==> src/rtl/multicycle_control.sv <==
// Multi-cycle MIPS control unit: Moore FSM sequencing fetch/decode/execute/memory/writeback,
// with a memory-ready handshake, illegal-opcode trapping and a retired-instruction counter.
module multicycle_control #(
   parameter int OPW    = 6,
   parameter int CNT_W  = 16,
   parameter int MEM_HS = 1
) (
   input  logic             clk,
   input  logic             rst_n,
   input  logic [OPW-1:0]   opcode,
   input  logic             mem_ready,
   output logic             PCWrite,
   output logic             PCWriteCond,
   output logic             PCWriteCondNot,
   output logic             IorD,
   output logic             MemRead,
   output logic             MemWrite,
   output logic             IRWrite,
   output logic             MemtoReg,
   output logic             RegDst,
   output logic             RegWrite,
   output logic             ALUSrcA,
   output logic [1:0]       ALUSrcB,
   output logic [1:0]       AluOP,
   output logic [1:0]       PCSource,
   output logic             illegal,
   output logic [CNT_W-1:0] instr_count,
   output logic [3:0]       state
);

   typedef enum logic [3:0] {
      S_RST    = 4'd0,
      S_FETCH  = 4'd1,
      S_DECODE = 4'd2,
      S_MEMADR = 4'd3,
      S_MEMRD  = 4'd4,
      S_MEMWB  = 4'd5,
      S_MEMWR  = 4'd6,
      S_EXEC   = 4'd7,
      S_RWB    = 4'd8,
      S_ADDIEX = 4'd9,
      S_ADDIWB = 4'd10,
      S_BEQ    = 4'd11,
      S_BNE    = 4'd12,
      S_JUMP   = 4'd13,
      S_TRAP   = 4'd14,
      S_BAD    = 4'd15
   } state_t;

   // Opcodes are zero-extended so any set upper bit falls through to TRAP.
   localparam logic [OPW-1:0] OP_RTYPE = OPW'(6'b000000);
   localparam logic [OPW-1:0] OP_LW    = OPW'(6'b100011);
   localparam logic [OPW-1:0] OP_SW    = OPW'(6'b101011);
   localparam logic [OPW-1:0] OP_ADDI  = OPW'(6'b001000);
   localparam logic [OPW-1:0] OP_BEQ   = OPW'(6'b000100);
   localparam logic [OPW-1:0] OP_BNE   = OPW'(6'b000101);
   localparam logic [OPW-1:0] OP_J     = OPW'(6'b000010);

   state_t             r_state;
   state_t             w_next;
   logic [CNT_W-1:0]   r_count;
   logic               w_ready;
   logic               w_retire;

   assign w_ready     = (MEM_HS != 0) ? mem_ready : 1'b1;
   assign state       = r_state;
   assign instr_count = r_count;

   always_comb begin
      // NOTE: default first so every path assigns w_next and no latch is inferred.
      w_next = S_FETCH;
      case (r_state)
         S_FETCH:  w_next = w_ready ? S_DECODE : S_FETCH;
         S_DECODE: begin
            case (opcode)
               OP_RTYPE:     w_next = S_EXEC;
               OP_LW, OP_SW: w_next = S_MEMADR;
               OP_ADDI:      w_next = S_ADDIEX;
               OP_BEQ:       w_next = S_BEQ;
               OP_BNE:       w_next = S_BNE;
               OP_J:         w_next = S_JUMP;
               default:      w_next = S_TRAP;
            endcase
         end
         S_MEMADR: w_next = (opcode == OP_LW) ? S_MEMRD : S_MEMWR;
         S_MEMRD:  w_next = w_ready ? S_MEMWB : S_MEMRD;
         S_MEMWR:  w_next = w_ready ? S_FETCH : S_MEMWR;
         S_EXEC:   w_next = S_RWB;
         S_ADDIEX: w_next = S_ADDIWB;
         default:  w_next = S_FETCH;
      endcase
   end

   always_comb begin
      case (r_state)
         S_MEMWB, S_RWB, S_ADDIWB, S_BEQ, S_BNE, S_JUMP: w_retire = 1'b1;
         S_MEMWR: w_retire = w_ready;
         default: w_retire = 1'b0;
      endcase
   end

   // NOTE: state and counter use non-blocking assignments so every register samples pre-edge values.
   always_ff @(posedge clk or negedge rst_n) begin
      if (!rst_n) begin
         r_state <= S_RST;
         r_count <= '0;
      end else begin
         r_state <= w_next;
         if (w_retire) r_count <= r_count + CNT_W'(1);
      end
   end

   // Outputs decode from the state register alone (plus mem_ready in FETCH), so an
   // asynchronous reset clears every strobe immediately.
   always_comb begin
      PCWrite        = 1'b0;
      PCWriteCond    = 1'b0;
      PCWriteCondNot = 1'b0;
      IorD           = 1'b0;
      MemRead        = 1'b0;
      MemWrite       = 1'b0;
      IRWrite        = 1'b0;
      MemtoReg       = 1'b0;
      RegDst         = 1'b0;
      RegWrite       = 1'b0;
      ALUSrcA        = 1'b0;
      ALUSrcB        = 2'b00;
      AluOP          = 2'b00;
      PCSource       = 2'b00;
      illegal        = 1'b0;
      case (r_state)
         S_FETCH: begin
            MemRead = 1'b1;
            ALUSrcB = 2'b01;
            IRWrite = w_ready;
            PCWrite = w_ready;
         end
         S_DECODE: ALUSrcB = 2'b11;
         S_MEMADR, S_ADDIEX: begin
            ALUSrcA = 1'b1;
            ALUSrcB = 2'b10;
         end
         S_MEMRD: begin
            MemRead = 1'b1;
            IorD    = 1'b1;
         end
         S_MEMWB: begin
            RegWrite = 1'b1;
            MemtoReg = 1'b1;
         end
         S_MEMWR: begin
            MemWrite = 1'b1;
            IorD     = 1'b1;
         end
         S_EXEC: begin
            ALUSrcA = 1'b1;
            AluOP   = 2'b10;
         end
         S_RWB: begin
            RegWrite = 1'b1;
            RegDst   = 1'b1;
         end
         S_ADDIWB: RegWrite = 1'b1;
         S_BEQ: begin
            ALUSrcA     = 1'b1;
            AluOP       = 2'b01;
            PCWriteCond = 1'b1;
            PCSource    = 2'b01;
         end
         S_BNE: begin
            ALUSrcA        = 1'b1;
            AluOP          = 2'b01;
            PCWriteCondNot = 1'b1;
            PCSource       = 2'b01;
         end
         S_JUMP: begin
            PCWrite  = 1'b1;
            PCSource = 2'b10;
         end
         S_TRAP: illegal = 1'b1;
         default: ;
      endcase
   end

endmodule

==> config.mk <==
export PLATFORM = sky130hd
export DESIGN_NAME = multicycle_control
export DESIGN_NICKNAME = d
export VERILOG_FILES = /design/src/rtl/multicycle_control.sv
export SDC_FILE = /design/constraint.sdc
export NUM_CORES = 1
export LEC_CHECK = 0
export ABC_AREA = 0
export BUFFER_PORTS_ARGS = -buffer_cell sky130_fd_sc_hd__buf_4
export CAP_MARGIN = 20
export CORE_MARGIN = 2
export CORE_UTILIZATION = 35
export DETAILED_ROUTE_END_ITERATION = 7
export GPL_TIMING_DRIVEN = 0
export SETUP_SLACK_MARGIN = 0.05
export SLEW_MARGIN = 20
export SYNTH_ARGS = -nofsm -noshare
export SYNTH_HDL_FRONTEND = slang
export SYNTH_SLANG_ARGS = --single-unit
==> constraint.sdc <==
create_clock -name clk -period 2.45 [get_ports clk]
set_input_delay 0.49 -clock clk [delete_from_list [all_inputs] [get_ports clk]]
set_output_delay 0.49 -clock clk [all_outputs]
set_load 0.03 [all_outputs]
== Word level (Yosys, flattened, before mapping) ==
Index checks and enable logic that the tools add are counted.

* RAM bits: 0
* Logic and storage cells: 54
* Input bits: 9
* Memories: 0
* Output and inout bits: 38
* Register bits: 20
* Bits in latches: 0
* Bits in read-only memories: 0

* Reductions and logical operators: 9
* Add/sub/neg operators: 1
* Order comparisons: 0
* Multiplexer cells: 22
* Equality and inequality tests: 20
* Divide/modulo/power cells: 0
* Shift operators: 0
* Multiply operators: 0
* Bitwise gates (word level): 0

{| class="wikitable"
|+ Operator list
! cell !! count
|-
| equality test 4 bit (second input constant) || 7
|-
| case mux 4 bit (7 select lines) || 1
|-
| case mux 4 bit (6 select lines) || 1
|-
| adder 16 x 1 -> 16 bit (second input constant) || 1
|-
| equality test 4 x 3 -> 1 bit (second input constant) || 4
|-
| equality test 6 x 3 -> 1 bit (second input constant) || 2
|-
| equality test 6 bit (second input constant) || 2
|-
| 2-to-1 mux 1 bit || 12
|-
| OR reduction 2 bit || 5
|-
| equality test 4 x 2 -> 1 bit (second input constant) || 2
|-
| case mux 2 bit (2 select lines) || 2
|-
| equality test 6 x 2 -> 1 bit (second input constant) || 1
|-
| equality test 6 x 4 -> 1 bit (second input constant) || 1
|-
| logical NOT 6 bit || 1
|-
| case mux 2 bit (3 select lines) || 1
|-
| OR reduction 6 bit || 1
|-
| OR reduction 5 bit || 1
|-
| equality test 4 x 1 -> 1 bit (second input constant) || 1
|-
| 2-to-1 mux 2 bit || 2
|-
| case mux 1 bit (2 select lines) || 2
|-
| 2-to-1 mux 3 bit || 1
|-
| OR reduction 3 bit || 1
|}

== Logic depth before layout (Yosys ltp) ==
* Depth after elaboration: 4
* Depth in mapped cells: 5
* Depth with buffers taken out: 5

== Least setup slack after synthesis ==
Ideal clock, no wire load.

* Path kind: reg2out
* From: register r_state[0], in the netlist state[0]
* To: output port PCSource[0]
* Required time: 1.960 ns
* Arrival time: 2.192 ns
* Buffers on the path: 3
* Path slack: -0.232 ns
* Cell stages (with the launch flop): 6
* Cells stage by stage: dfrtp_1 -> buf_2 -> clkbuf_1 -> nand2_1 -> o21ai_0 -> buf_4

* Word-level cells in the longest chain between the ends: 3
* Elaborated cells on any way between the ends: 5
* Classes of those cells: 3 x eq/ne; 1 x mux; 1 x reduce/logical

{| class="wikitable"
|+ RTL lines
! item !! RTL line !! RTL
|-
| start, declared || 59 || <nowiki>state_t r_state;</nowiki>
|-
| start signal, assigned || 108 || <nowiki>r_state <= w_next;</nowiki>
|-
| equality test 4 bit || 131 || <nowiki>case (r_state)</nowiki>
|-
| OR reduction 2 bit (no source line) || -- ||
|-
| case mux 2 bit (2 select lines) (*) || 131 ||
|-
| end, declared || 25 || <nowiki>output logic [1:0] PCSource,</nowiki>
|}

Every way passes the cells marked *; elsewhere a longest branch is shown, timed or not.

== Final worst setup path ==
* From: register r_state[3], in the netlist state[3]
* To: output port PCSource[0]

The elaborated chain is that of the path after synthesis.

==> impl_results.md <==
- Status: finished clean
- DIE AREA: around 4300 um2
- Clock power frac: 0.164
- ANT nets after route: 0
- Hold Violations, Final: 0
- CP Buf/Inv Count: 3
- Post-synth EDFFs: 0
- Combinational share of power: 0.581
- CP max-delay cell: dfrtp_2
- Hold Path Class: in2async
- CTS tree: yes
- Skew-Pair Late Insertion Delay: roughly 260 ps
- IO buf count: 44
- Post-Route WL: around 3.1 mm
- Vias per cell: between 5 and 6
- Critical path class: reg2out
- Final Cycle Share: 0.918
- H-tree depth: 1
- FP Rows: 22
- Width of the die: approximately 66 um
- Antenna violations before repair: 0
- Setup repair bufs after CTS: 0
- Hold slack: roughly 94 ps
- Vias in the first global route: between 1,000 and 1,500
- Worst-path clk slew: 80 ps
- Switching power: around 940 uW
- Maximum VDD drop: 0.000620 V
- Commonest non-fill, non-tap cell in the layout: buf_4
- Reg power frac: 0.254
- # setup viols final: 0
- Routed len/inst: about 13 um
- Root Buffer: clkbuf_8
- Maximum net fanout on the critical path: 10
- Unrepaired setup endpoints after global routing: no
- First-pass GRT wire length: about 5.3 mm
- Max transition margin: 0.688
- Cell variety after synth: 43
- I/O pin cnt: 47
- TNS Setup: 0 ps
- Hold buffers post-CTS: 0
- Sw frac: 0.468
- Top cell family by delay on the critical path: simple AND/OR/NAND/NOR gates
- Required time at the worst-slack endpoint: ~2000 ps
- Skew final: about 2.1 ps
- CP Launch Type: flop
- Placer Congestion: 0.825
- Post-synthesis sequential area ratio: 0.373
- Most used DFF post-synth: dfrtp_1
- CTS Sinks: 20
- Largest net degree at the start of global routing: 21
- Grt ovf: 0
- Most frequent cells in the layout: buf_4, nor2_1, dfrtp_1
- Worst path arrival time: 1760 ps
- Critical Path Sink Type: output pin
- Actual slew at the worst max-slew pin: around 470 ps
- Cell Area, Synth: 1340 um2
- Int Power: 1.06 mW
- Max frequency: ~440 MHz
- First-pass detailed-route iteration total: 4
- Max Cap Viol: 0
- Initial Util: 0.367
- Ys async rst share: 1.00
- Most used cell, CP: buf_4
- Syn nets: 161
- Tmin final: around 2200 ps
- Proportion of layout cells with a drive suffix above 1: 0.327
- Yosys reg bits: 20
- Gate Count Post-Synth: between 150 and 200
- Final net count: between 200 and 250
- Synthesis-to-layout area growth: 34.9%
- Initial DRC Count: 64
- Fin. max-slew vios: 0
- Post-CTS sizing: 0
- Die H: 65.9 um
- Synthesis Warnings: 0
- DR vias: around 1,300
- CTS Buffer Depth: 2
- Syn avg cell area: around 8.9 um2
- Leak Pwr: 0.816 nW
- Worst path cell trace: buf_2, nand2_1, or3_1, o21ai_2, buf_4, buf_4
- Crit-path max cell delay: ~430 ps
- N_diodes: 0
- Total power divided by cell area: between 1000 and 1500 nW/um2
- Final HPWL DP: between 2 and 2.5 mm
- Total track usage: 0.154
- CTS Buf Count: 3
- DRC Markers: 0
- Core Area: between 3000 and 4000 um2
-- stage by stage --
stage	utilization	worst slack, ps	instance area [um2]	instances	power, mW
2_1_floorplan	-	191	1350	151	1.30
3_3_place_gp	0.474	431	1740	243	1.68
3_5_place_dp	0.474	439	1740	243	1.68
4_1_cts	0.494	134	1810	247	2.01
5_1_grt	0.495	108	1810	247	2.14
6_report	0.495	201	1810	247	2.00
-- worst register-to-register path: cells and delay by family, from the launching register on --
kind	cells	cell delay [ps]
buffers and inverters	1	220
xor gates and xnor gates	1	150
DFF	1	350
and+or+nand+nor	1	170
AOI/OAI and AO/OA	2	630
-- power by group through the flow --
stage	clock network [mW]	registers, mW	logic, mW
CTS	0.335	0.509	1.17
global route	0.352	0.523	1.27
floorplan	0	0.634	0.662
global placement	0	0.514	1.16
detailed placement	0	0.516	1.16
finish	0.329	0.508	1.16
-- final timing paths --
check                                 from               to  slack, ps  cells after the start
max in group asynchronous            rst_n         state[3]       2140                      1
hold / removal                       rst_n         state[3]         90                      1
setup reg to reg                  state[0]   instr_count[6]        820                      5
hold reg to reg            instr_count[15]  instr_count[15]        480                      1
setup / recovery                  state[3]      PCSource[0]        200                      6
min in group clk           instr_count[15]  instr_count[15]        480                      1
-- cell usage after synthesis (all sizes together) (2+ instances only) --
library cell,count,area [um2]
o211ai,5,37.5
dfrtp,20,500
nand3b,3,22.5
or3,2,12.5
clkbuf,2,7.51
xnor2,15,131
nor3,3,15.0
xor2,2,17.5
o2111ai,4,35.0
o311ai,2,17.5
nand3,5,25.0
a21oi,7,38.8
nand2,7,26.3
o21ai,9,45.0
buf,6,35.0
nand2b,8,57.6
nand4b,2,23.8
and3,4,25.0
nor2,22,82.6
a211oi,3,32.5
inv,5,18.8
-- state kept, by name, summed over array words and instances, names as in the netlist --
register / flops
instr_count: 16
state: 4
-- per-layer routing --
layer / part of all wire / track usage
met5: 0 / 0
met4: 0.021 / 0.0689
met3: 0.069 / 0.0187
met2: 0.46 / 0.264
met1: 0.45 / 0.192
-- cell type report --
cell class	count	area, um2
Sequential cell	20	502
Clock buffer	3	41.3
Tap cell	48	60.1
Buffer	8	43.8
Inverter	5	18.8
Multi-Input combinational cell	118	785
Timing Repair Buffer	44	330
Fill cell	359	1850
Clock inverter	1	30.0
-- logic make-up (layout without fill, tap and decap cells) --
kind of cell | Yosys count | count (layout) | synth area share
simple gates | 60 | 60 | 0.243
flops | 20 | 20 | 0.373
xor+xnor | 17 | 17 | 0.111
buf+inv | 13 | 61 | 0.0457
mux | 2 | 2 | 0.0158
fa+ha+maj | 2 | 2 | 0.0168
compound gates | 37 | 37 | 0.195
Power figures use the tool's default switching activity.
